===== config.mk =====
export PLATFORM = sky130hd
export DESIGN_NAME = cp0_ex_ctrl
export DESIGN_NICKNAME = d
export VERILOG_FILES = /design/src/rtl/cp0_ex_ctrl_pkg.sv /design/src/rtl/cp0_ex_ctrl_ex_prio_enc.sv /design/src/rtl/cp0_ex_ctrl.sv
export SDC_FILE = /design/constraint.sdc
export NUM_CORES = 1
export LEC_CHECK = 0
export ABC_AREA = 1
export BUFFER_PORTS_ARGS = -buffer_cell sky130_fd_sc_hd__buf_2
export CORE_MARGIN = 8
export CORE_UTILIZATION = 47
export DETAILED_ROUTE_END_ITERATION = 8
export GPL_TIMING_DRIVEN = 0
export PLACE_DENSITY = 0.87
export SLEW_MARGIN = 30
export SYNTH_ARGS = -nofsm -noshare
export SYNTH_HDL_FRONTEND = slang
export SYNTH_SLANG_ARGS = --single-unit

===== constraint.sdc =====
create_clock -name clk -period 2.8 [get_ports clk]
set_input_delay 0.42 -clock clk [delete_from_list [all_inputs] [get_ports clk]]
set_output_delay 0.42 -clock clk [all_outputs]
set_load 0.01 [all_outputs]

===== src/rtl/cp0_ex_ctrl_pkg.sv =====
// Shared CP0 definitions: register addresses, exception codes, FSM encoding
// and the exception-flag payload handed from WB to the priority encoder.
package cp0_ex_ctrl_pkg;

  localparam int unsigned XLEN       = 32;
  localparam int unsigned EXCODE_W   = 5;
  localparam int unsigned CP0_ADDR_W = 5;
  localparam int unsigned CNT_W      = 4;

  localparam logic [CP0_ADDR_W-1:0] CP0_ADDR_BADVADDR = 5'd8;
  localparam logic [CP0_ADDR_W-1:0] CP0_ADDR_COUNT    = 5'd9;
  localparam logic [CP0_ADDR_W-1:0] CP0_ADDR_COMPARE  = 5'd11;
  localparam logic [CP0_ADDR_W-1:0] CP0_ADDR_STATUS   = 5'd12;
  localparam logic [CP0_ADDR_W-1:0] CP0_ADDR_CAUSE    = 5'd13;
  localparam logic [CP0_ADDR_W-1:0] CP0_ADDR_EPC      = 5'd14;

  localparam logic [EXCODE_W-1:0] EXCODE_INT  = 5'h00;
  localparam logic [EXCODE_W-1:0] EXCODE_ADEL = 5'h04;
  localparam logic [EXCODE_W-1:0] EXCODE_ADES = 5'h05;
  localparam logic [EXCODE_W-1:0] EXCODE_SYS  = 5'h08;
  localparam logic [EXCODE_W-1:0] EXCODE_BP   = 5'h09;
  localparam logic [EXCODE_W-1:0] EXCODE_RI   = 5'h0a;
  localparam logic [EXCODE_W-1:0] EXCODE_OV   = 5'h0c;

  typedef enum logic [1:0] {
    ST_IDLE     = 2'd0,
    ST_COMMIT   = 2'd1,
    ST_FLUSH    = 2'd2,
    ST_REDIRECT = 2'd3
  } state_e;

  // Fields listed highest priority first.
  typedef struct packed {
    logic int_req;
    logic adel_if;
    logic ri;
    logic ov;
    logic sys;
    logic bp;
    logic adel;
    logic ades;
  } ex_flags_t;

endpackage


===== src/rtl/cp0_ex_ctrl_ex_prio_enc.sv =====
// Combinational priority encoder: WB exception flags -> has_ex and excode.
module ex_prio_enc
  import cp0_ex_ctrl_pkg::*;
(
  input  ex_flags_t             flags,
  output logic                  has_ex_c,
  output logic [EXCODE_W-1:0]   excode_c
);

  always_comb begin
    has_ex_c = |flags;
    excode_c = EXCODE_INT;
    if (flags.int_req)      excode_c = EXCODE_INT;
    else if (flags.adel_if) excode_c = EXCODE_ADEL;
    else if (flags.ri)      excode_c = EXCODE_RI;
    else if (flags.ov)      excode_c = EXCODE_OV;
    else if (flags.sys)     excode_c = EXCODE_SYS;
    else if (flags.bp)      excode_c = EXCODE_BP;
    else if (flags.adel)    excode_c = EXCODE_ADEL;
    else if (flags.ades)    excode_c = EXCODE_ADES;
  end

endmodule


===== src/rtl/cp0_ex_ctrl.sv =====
// WB-boundary exception/ERET commit toward CP0, followed by a pipeline flush
// and a valid/ready PC redirect toward fetch.
module cp0_ex_ctrl
  import cp0_ex_ctrl_pkg::*;
#(
  parameter logic [XLEN-1:0] EX_ENTRY     = 32'hbfc00380,
  parameter int unsigned     FLUSH_CYCLES = 2
)
(
  input  logic                 clk,
  input  logic                 reset,
  input  logic                 ws_valid,
  input  logic [XLEN-1:0]      ws_pc,
  input  logic                 ws_bd,
  input  logic                 ws_ex_adel_if,
  input  logic                 ws_ex_ri,
  input  logic                 ws_ex_ov,
  input  logic                 ws_ex_sys,
  input  logic                 ws_ex_bp,
  input  logic                 ws_ex_adel,
  input  logic                 ws_ex_ades,
  input  logic                 ws_eret,
  input  logic                 int_req,
  input  logic [XLEN-1:0]      cp0_epc,
  output logic                 cp0_ex,
  output logic [EXCODE_W-1:0]  cp0_excode,
  output logic                 cp0_bd,
  output logic [XLEN-1:0]      cp0_wdata,
  output logic                 cp0_eret,
  output logic                 flush,
  output logic                 redirect_valid,
  output logic [XLEN-1:0]      redirect_pc,
  input  logic                 redirect_ready,
  output logic                 busy
);

  state_e                state_q, state_d;
  logic [CNT_W-1:0]      cnt_q, cnt_d;
  ex_flags_t             flags;
  logic                  has_ex_c;
  logic [EXCODE_W-1:0]   excode_c;
  logic                  evt_ex, evt_eret;

  logic                  cp0_ex_q, cp0_ex_d;
  logic [EXCODE_W-1:0]   cp0_excode_q, cp0_excode_d;
  logic                  cp0_bd_q, cp0_bd_d;
  logic [XLEN-1:0]       cp0_wdata_q, cp0_wdata_d;
  logic                  cp0_eret_q, cp0_eret_d;
  logic                  flush_q, flush_d;
  logic                  redirect_valid_q, redirect_valid_d;
  logic [XLEN-1:0]       redirect_pc_q, redirect_pc_d;
  logic                  busy_q, busy_d;

  assign flags = '{int_req: int_req,       adel_if: ws_ex_adel_if,
                   ri:      ws_ex_ri,      ov:      ws_ex_ov,
                   sys:     ws_ex_sys,     bp:      ws_ex_bp,
                   adel:    ws_ex_adel,    ades:    ws_ex_ades};

  ex_prio_enc u_prio (
    .flags    (flags),
    .has_ex_c (has_ex_c),
    .excode_c (excode_c)
  );

  // Events only count in IDLE; an exception wins over ERET on the same instruction.
  assign evt_ex   = (state_q == ST_IDLE) & ws_valid & has_ex_c;
  assign evt_eret = (state_q == ST_IDLE) & ws_valid & ws_eret & ~has_ex_c;

  always_ff @(posedge clk or posedge reset) begin
    if (reset) begin
      state_q          <= ST_IDLE;
      cnt_q            <= '0;
      cp0_ex_q         <= 1'b0;
      cp0_excode_q     <= '0;
      cp0_bd_q         <= 1'b0;
      cp0_wdata_q      <= '0;
      cp0_eret_q       <= 1'b0;
      flush_q          <= 1'b0;
      redirect_valid_q <= 1'b0;
      redirect_pc_q    <= '0;
      busy_q           <= 1'b0;
    end else begin
      state_q          <= state_d;
      cnt_q            <= cnt_d;
      cp0_ex_q         <= cp0_ex_d;
      cp0_excode_q     <= cp0_excode_d;
      cp0_bd_q         <= cp0_bd_d;
      cp0_wdata_q      <= cp0_wdata_d;
      cp0_eret_q       <= cp0_eret_d;
      flush_q          <= flush_d;
      redirect_valid_q <= redirect_valid_d;
      redirect_pc_q    <= redirect_pc_d;
      busy_q           <= busy_d;
    end
  end

  // Next state and flush counter; counter holds the remaining FLUSH cycles.
  always_comb begin
    state_d = state_q;
    cnt_d   = cnt_q;
    unique case (state_q)
      ST_IDLE: begin
        if (evt_ex || evt_eret) state_d = ST_COMMIT;
      end
      ST_COMMIT: begin
        cnt_d   = CNT_W'(FLUSH_CYCLES - 1);
        state_d = (FLUSH_CYCLES == 1) ? ST_REDIRECT : ST_FLUSH;
      end
      ST_FLUSH: begin
        if (cnt_q <= CNT_W'(1)) begin
          cnt_d   = '0;
          state_d = ST_REDIRECT;
        end else begin
          cnt_d = cnt_q - CNT_W'(1);
        end
      end
      ST_REDIRECT: begin
        if (redirect_valid_q && redirect_ready) state_d = ST_IDLE;
      end
      default: state_d = ST_IDLE;
    endcase
  end

  // Registered outputs are decoded from the next state so they line up with it.
  always_comb begin
    cp0_ex_d         = 1'b0;
    cp0_eret_d       = 1'b0;
    cp0_excode_d     = cp0_excode_q;
    cp0_bd_d         = cp0_bd_q;
    cp0_wdata_d      = cp0_wdata_q;
    redirect_pc_d    = redirect_pc_q;
    flush_d          = (state_d == ST_COMMIT) || (state_d == ST_FLUSH);
    redirect_valid_d = (state_d == ST_REDIRECT);
    busy_d           = (state_d != ST_IDLE);
    if (evt_ex || evt_eret) begin
      cp0_ex_d      = evt_ex;
      cp0_eret_d    = evt_eret;
      cp0_excode_d  = excode_c;
      cp0_bd_d      = ws_bd;
      cp0_wdata_d   = ws_pc;
      redirect_pc_d = evt_ex ? EX_ENTRY : cp0_epc;
    end
  end

  assign cp0_ex         = cp0_ex_q;
  assign cp0_excode     = cp0_excode_q;
  assign cp0_bd         = cp0_bd_q;
  assign cp0_wdata      = cp0_wdata_q;
  assign cp0_eret       = cp0_eret_q;
  assign flush          = flush_q;
  assign redirect_valid = redirect_valid_q;
  assign redirect_pc    = redirect_pc_q;
  assign busy           = busy_q;

endmodule


==> impl_results.md, run 1 <==
* Leakage power summed over all cells at 2.604 nW
* Number of warnings reported in the yosys synthesis log at 0
* Final total negative setup slack at 0 ns
* DRC errors left at 0
* Slew at the pin closest to its max-slew limit at 0.5338 ns
* Total GRT Usage at 20.12%
* Num rows at 31
* Final-stage net count at 651
* Post-DP HPWL at between 7 and 8 mm
* Net switching share of the total power at between 30 and 40%
* Largest net degree at the start of global routing at 45
* First-pass GRT wire length at 16.48 mm
* Synth Area per Inst at between 8 and 9 sq um
* Combinational cell fraction of total power at 42.2%
* Count of maximum capacitance violations at 0
* Starting density of the core at 48.39%
* Outcome: completed
* Layout area overhead at 32.41%
* Post CTS Setup Buffer Count at 0
* Fin Clk Skew at 0.004583 ns
* H-tree lvl count at 3
* Gates resized, CTS repair at 0
* Total die area at 10,490 sq um
* Area of all placed cells without fillers at 4647 sq um
* Aggregate global routing overflow at 0
* Overall power consumption at 0.005027 W
* Placed inst area at ~4400 sq um
* Worst setup EP type: flip-flop
* Power share of the sequential group at 38.0%
* Clock buffer count from CTS at 9
* Routed wirelength normalized by instance count at 15.22 microns
* Number of DRC markers after the initial detailed-route iteration at around 130
* Std-Cell Core Area at 7253 sq um
* Share of layout cells above drive strength 1 at roughly a third
* Worst skew pair latency at 0.33 ns
* Vias after detailed routing at about 3,300
* Post-Syn Area at 3510 sq um
* Count of pins over their slew limit at 0
* Tightest Hold Check Type: in -> async
* Number of buffers added on ports at 151
* Wire length after detailed routing at 10.17 mm
* VDD IR-drop max at approximately 0.49 mV
* Nets in the synthesized netlist at slightly below 500
* Worst rel slew slack at 64.41%
* Count of state elements after synthesis at 80
* Post-layout utilization of the core at 64.07%
* IO Pins at 153
* Required time reported for the critical path endpoint at 3.02 ns
* Clock share of power at 19.8%
* TritonCTS clock tree: yes
* Unrepaired setup endpoints after global routing: no
* Finish-stage setup viols at 0
* Vertical die dimension at roughly 100 microns
* Ant. Diodes at 0
* Cell variety after synth at 21
* Cell count after placement at 652
* Switching power summed over all nets at roughly 0.0020 W
* Depth of the worst register-to-register path at 10
* Count of hold-fix buffers inserted at cts at 0
* Internal portion of total power at 0.003075 W
* Final ANT Viol Nets at 0
* Minimum clock period after layout at roughly 2.0 ns
* Maximum net fanout on the critical path at 10
* Clock transition at path regs at 0.08 ns
* Non-Filler Instances at 668
* Number of detailed-route iterations in the first pass at 4
* Clock Sink Count at 80
* Power per standard cell area at 1082 nW/um^2
* Worst setup path category: reg -> reg
* Vias per inst at between 4 and 5
* Sequential element share of the synthesized area at 57.04%
* Die Span X at just over 100 microns
* Deepest clock path buffer count at 2
* Arrival time of the worst setup path at 2.25 ns
* Final hold violation count at 0
* Synthesized netlist cell count at 401
* Period utilisation layout at 72.27%
* Antenna violations before repair at 0
* Number of global-route vias before repair at 3,458
* Clock Root Buffer: sky130_fd_sc_hd__clkbuf_8
* Achievable Freq at about 500 MHz
* CP startpoint kind: flip-flop
* Routability Congestion at 0.8517
==> routing by layer <==
layer / wire length [microns] / vias up / global-route usage, %
met1: 3987 / 1549 / 23.20
met3: 945 / 14 / 4.905
met2: 5071 / 145 / 35.18
li1: - / 1604 / -
met5: 0 / - / 0
met4: 162 / 0 / 7.562
==> worst max-delay path, cell delays in order, from the launching register on <==
cell	delay (ns)
sky130_fd_sc_hd__dfrtp_1	0.43
sky130_fd_sc_hd__inv_1	0.12
sky130_fd_sc_hd__ha_1	0.21
sky130_fd_sc_hd__nand2_1	0.05
sky130_fd_sc_hd__inv_1	0.12
sky130_fd_sc_hd__nand2_1	0.17
sky130_fd_sc_hd__buf_2	0.28
sky130_fd_sc_hd__nand3_2	0.10
sky130_fd_sc_hd__nand2_1	0.12
sky130_fd_sc_hd__inv_1	0.06
sky130_fd_sc_hd__ha_1	0.27
==> logic make-up after synthesis <==
logic type	after synthesis	synth area share, %
buf+inv	51	7.023
compound gates	42	6.418
fa+ha+maj	9	3.209
flops	80	57.04
other cells	1	0.1068
xor+xnor	1	0.2496
simple gates	217	25.95
==> sequential cells by signal (all words and copies together), names as in the netlist <==
name	flops
busy	1
cnt_q	4
cp0_bd	1
cp0_eret	1
cp0_ex	1
cp0_excode	4
cp0_wdata	32
flush	1
redirect_pc	32
redirect_valid	1
state_q	2
==> path summary, 6_finish.rpt <==
check / startpoint / to / slack [ns]
setup / recovery: state_q[0] / flush / 0.78
hold / removal: reset / cp0_wdata[31] / 0.12
setup reg to reg: state_q[0] / flush / 0.78
hold reg to reg: redirect_pc[24] / redirect_pc[24] / 0.50
max in group asynchronous: reset / cnt_q[0] / 2.09
min in group clk: ws_pc[8] / cp0_wdata[8] / 0.27
==> cell type report <==
cell class,count,area [sq um]
plain buffers,24,145.1
clock buffers,10,127.6
clock inverters,6,107.6
fillers,649,2606
inverters,27,103.9
multi-input cells,270,1261
flip-flops and latches,80,2002
well taps,99,123.9
repair buffers,152,775.7
==> cells in the mapped netlist <==
cell type / number / area [sq um]
sky130_fd_sc_hd__nor3_1: 2 / 10.01
sky130_fd_sc_hd__inv_2: 1 / 3.750
sky130_fd_sc_hd__conb_1: 1 / 3.750
sky130_fd_sc_hd__inv_1: 26 / 97.59
sky130_fd_sc_hd__a21oi_1: 24 / 120.1
sky130_fd_sc_hd__nor2_1: 13 / 48.80
sky130_fd_sc_hd__nand3_1: 64 / 320.3
sky130_fd_sc_hd__o21ai_4: 1 / 16.27
sky130_fd_sc_hd__dfrtp_1: 80 / 2002
sky130_fd_sc_hd__buf_4: 5 / 37.54
sky130_fd_sc_hd__xor2_1: 1 / 8.760
sky130_fd_sc_hd__o22ai_1: 2 / 12.51
sky130_fd_sc_hd__buf_2: 11 / 55.05
sky130_fd_sc_hd__nand2_1: 136 / 510.5
sky130_fd_sc_hd__a31oi_1: 1 / 6.260
sky130_fd_sc_hd__buf_6: 3 / 33.78
sky130_fd_sc_hd__nand3_2: 1 / 10.01
sky130_fd_sc_hd__ha_1: 9 / 112.6
sky130_fd_sc_hd__clkbuf_1: 5 / 18.77
sky130_fd_sc_hd__o21ai_0: 14 / 70.07
sky130_fd_sc_hd__nand2_4: 1 / 11.26
==> power by group through the flow <==
stage | clock, W | combinational (W) | sequential, W
after detailed placement | 0 | 0.00214 | 0.00193
final | 0.000994 | 0.00212 | 0.00191
after CTS | 0.00101 | 0.00216 | 0.00191
after floorplan | 0 | 0.00102 | 0.00215
after global placement | 0 | 0.00204 | 0.00190
after global routing | 0.00106 | 0.00238 | 0.00197
==> layout by cell type, fill, tap and decap left out <==
cell type | synthesis | final
sky130_fd_sc_hd__a21oi_1 | 24 | 24
sky130_fd_sc_hd__a31oi_1 | 1 | 1
sky130_fd_sc_hd__buf_12 | 0 | 1
sky130_fd_sc_hd__buf_2 | 11 | 162
sky130_fd_sc_hd__buf_4 | 5 | 5
sky130_fd_sc_hd__buf_6 | 3 | 3
sky130_fd_sc_hd__bufinv_16 | 0 | 3
sky130_fd_sc_hd__clkbuf_1 | 5 | 6
sky130_fd_sc_hd__clkbuf_8 | 0 | 9
sky130_fd_sc_hd__clkinv_2 | 0 | 2
sky130_fd_sc_hd__clkinvlp_4 | 0 | 1
sky130_fd_sc_hd__conb_1 | 1 | 1
sky130_fd_sc_hd__dfrtp_1 | 80 | 80
sky130_fd_sc_hd__ha_1 | 9 | 9
sky130_fd_sc_hd__inv_1 | 26 | 25
sky130_fd_sc_hd__inv_2 | 1 | 1
sky130_fd_sc_hd__inv_4 | 0 | 1
sky130_fd_sc_hd__nand2_1 | 136 | 136
sky130_fd_sc_hd__nand2_4 | 1 | 1
sky130_fd_sc_hd__nand3_1 | 64 | 64
sky130_fd_sc_hd__nand3_2 | 1 | 1
sky130_fd_sc_hd__nor2_1 | 13 | 13
sky130_fd_sc_hd__nor3_1 | 2 | 2
sky130_fd_sc_hd__o21ai_0 | 14 | 14
sky130_fd_sc_hd__o21ai_4 | 1 | 1
sky130_fd_sc_hd__o22ai_1 | 2 | 2
sky130_fd_sc_hd__xor2_1 | 1 | 1
==> per-stage QoR <==
step,hold slack (ns),worst slack [ns]
after floorplan,0.5296,0.3283
after global placement,0.4772,-0.5404
after detailed placement,0.4874,0.7091
after CTS,0.1370,0.7655
after global routing,0.1694,0.5855
final,0.1238,0.7764
Power figures use the tool's default switching activity.
==> run 2, diff against run 1 <==
Settings changed: ABC_AREA 1 to 0, CORE_UTILIZATION 47 to 43, PLACE_DENSITY 0.87 to 0.85.
Clock period 2.8 ns to 1.85 ns, I/O delays scaled along.
==> run 2 against run 1 <==
Against the previous run: clock skew is 0.0038 ns higher; combinational power rose by 64%; core utilization is 5.7 points lower; final area rose by 0.62%; highest routed layer unchanged; clock power increased by 24%.
==> impl_results.md, run 2 <==
* Minimum clock period after layout at around 1.8 ns
* First-pass GRT wire length at between 10 and 15 mm
* Power per standard cell area at 1632 nW/um^2
* Number of warnings reported in the yosys synthesis log at 0
* VDD IR-drop max at just under 0.8 mV
* Arrival time of the worst setup path at 1.98 ns
* Number of detailed-route iterations in the first pass at 5
* Number of DRC markers after the initial detailed-route iteration at 147
* Period utilisation layout at 94.79%
* Clock transition at path regs at 0.08 ns
* Top cells by area in the synthesized netlist: sky130_fd_sc_hd__dfrtp_1 58%, sky130_fd_sc_hd__mux2_4 14%, sky130_fd_sc_hd__nand2_1 7.4%
* Worst setup path category: reg -> reg
* IO Pins at around 150
* Worst setup EP type: flip-flop
* Unrepaired setup endpoints after global routing: no
* Tightest Hold Check Type: in -> reg
* Area taken by flip-flops and latches at ~2000 sq um
* Most common cell in the synthesized netlist: sky130_fd_sc_hd__dfrtp_1
* Final hold violation count at 0
* Die Span X at about 110 microns
* Count of state elements after synthesis at 80
* Slew at the pin closest to its max-slew limit at 0.5531 ns
* Clock Root Buffer: sky130_fd_sc_hd__clkbuf_8
* Largest net degree at the start of global routing at 34
* Leakage power summed over all cells at roughly 2.4 nW
* Vertical die dimension at 105.9 microns
* Share of the synthesized area in the top cell type at about 58%
* Finish-stage setup viols at 0
* TritonCTS clock tree: yes
* Clock Sink Count at 80
* Fill cell instance count of the final layout at 695
* Final ANT Viol Nets at 0
* Cell type with the largest total area after synthesis: sky130_fd_sc_hd__dfrtp_1
* Count of pins over their slew limit at 0
* Vias after detailed routing at 2,808
* Cell variety after synth at 33
* Number of buffers added on ports at 151
* Synthesized netlist cell count at 296
* H-tree lvl count at 3
* Total die area at 11,220 sq um
* Nets in the synthesized netlist at between 300 and 400
* Achievable Freq at 570.2 MHz
* Post-Route Hold Slack at 0.1543 ns
* Synth Area per Inst at 11.75 sq um
* Top library cells by usage in the layout, fill and taps aside: 154 x sky130_fd_sc_hd__buf_2, 80 x sky130_fd_sc_hd__dfrtp_1, 68 x sky130_fd_sc_hd__nand2_1, 32 x sky130_fd_sc_hd__mux2_4, 23 x sky130_fd_sc_hd__a21oi_1
* Aggregate global routing overflow at 0
* Post-Syn Area at 3478 sq um
* Count of maximum capacitance violations at 0
* Antenna violations before repair at 0
* Met3 WL at 915 microns
* Metal-1 WL at around 3.6 mm
* Layout area overhead at 34.42%
* Vias per inst at slightly below 5
* Maximum net fanout on the critical path at 10
* Std-Cell Core Area at 8010 sq um
* Non-Filler Instances at 575
* Worst skew pair latency at 0.33 ns
* CP startpoint kind: flip-flop
* Ant. Diodes at 0
* Async SR Flop Fraction at 100.0%
* Fin Clk Skew at about 0.0084 ns
* Number of enable-type register cells in the synthesized netlist at 0
* Highest routing layer actually used: met4
* Post-DP HPWL at 7.032 mm
* Met2 wire length at approximately 4.3 mm
* Outcome: completed
* Prevailing post-synth register cell: sky130_fd_sc_hd__dfrtp_1
* Synth top cells by count: 80 x sky130_fd_sc_hd__dfrtp_1, 69 x sky130_fd_sc_hd__nand2_1, 32 x sky130_fd_sc_hd__mux2_4, 23 x sky130_fd_sc_hd__a21oi_1, 16 x sky130_fd_sc_hd__nand3_1
* Clock buffer count from CTS at 9
* Routability Congestion at 0.8388
* Most common cell after layout, fill and taps aside: sky130_fd_sc_hd__buf_2
* Routed wirelength normalized by instance count at 15.62 microns
* Share of layout cells above drive strength 1 at 47.87%
* DRC errors left at 0
* Total GRT Usage at 15.83%
* Number of global-route vias before repair at between 2,000 and 3,000
* Worst rel slew slack at a little over three fifths
* Final-stage net count at 553
* Area of the multi-input gates at about 1300 sq um
* Deepest clock path buffer count at 2
* Cell count after placement at 554
* Num rows at 33
* Required time reported for the critical path endpoint at 2.07 ns
* Wire length after detailed routing at 8.982 mm
* Starting density of the core at 43.42%
* Sequential element share of the synthesized area at 57.55%
-- run 2: repair_timing --
action,CTS,global route
gates cloned,0,0
endpoints found under the hold margin,20,0
buffers inserted,2,3
hold buffers,1,0
endpoints found under the setup margin,68,67
gates resized for setup,5,4
pin swaps,0,0
-- run 2: through the flow --
stage	instance area, sq um	setup TNS [ns]	utilization [%]	worst slack, ns	power, W
floorplan	3482	0	-	0.1078	0.005015
global placement	4369	-3.727	54.55	-0.1060	0.006138
detailed placement	4409	-7.556	55.05	-0.1636	0.006317
CTS	4641	0	57.94	0.0008564	0.007652
global route	4676	0	58.37	0.006392	0.008200
finish	4676	0	58.37	0.09636	0.007631
-- run 2: power by group --
part	leakage, nW	total, W	switching [W]	internal (W)
sequential	0.973	0.00293	0.000404	0.00253
combinational	1.35	0.00347	0.00172	0.00175
clock	0.0925	0.00123	0.000578	0.000653
total	2.41	0.00763	0.00270	0.00493
-- run 2: cell families (layout without fill, tap and decap cells) --
logic type / after synthesis / after routing / share of synthesized area, %
compound gates: 39 / 39 / 7.123
fa+ha+maj: 9 / 9 / 3.237
buf+inv: 29 / 203 / 4.208
flops: 80 / 80 / 57.55
mux: 34 / 34 / 14.46
other cells: 1 / 1 / 0.1078
simple gates: 104 / 104 / 13.31
-- run 2: worst max-delay path, cell delays in order, from the launching register on --
cell and delay [ns]:
sky130_fd_sc_hd__dfrtp_1 0.45, sky130_fd_sc_hd__inv_2 0.11, sky130_fd_sc_hd__ha_4 0.15, sky130_fd_sc_hd__nand2_2 0.07, sky130_fd_sc_hd__a41oi_4 0.20, sky130_fd_sc_hd__buf_12 0.15, sky130_fd_sc_hd__buf_6 0.13, sky130_fd_sc_hd__o22ai_1 0.08
sky130_fd_sc_hd__ha_1 0.29
-- run 2: area by class of cell --
type,instances,area share [%]
Inverter,15,1.284
Timing Repair Buffer,159,18.30
Clock buffer,12,3.104
Buffer,14,2.007
Tap cell,105,2.810
Sequential cell,80,42.82
Multi-Input combinational cell,187,28.77
Clock inverter,3,0.9098
-- run 2: path summary, 6_finish.rpt --
kind,slack (ns),start,to,depth (start not counted)
setup / recovery,0.1,state_q[1],flush,8
hold / removal,0.15,cp0_epc[9],redirect_pc[9],3
setup reg to reg,0.1,state_q[1],flush,8
hold reg to reg,0.49,redirect_pc[7],redirect_pc[7],2
max in group asynchronous,0.78,reset,cp0_wdata[3],4
min in group asynchronous,0.55,reset,redirect_pc[17],3
-- run 2: per-layer routing --
| metal | global-route usage [%] | up-vias |
|---|---|---|
| met4 | 6.332 | 0 |
| met5 | 0 | - |
| li1 | - | 1328 |
| met1 | 17.24 | 1357 |
| met3 | 7.683 | 13 |
| met2 | 26.01 | 110 |
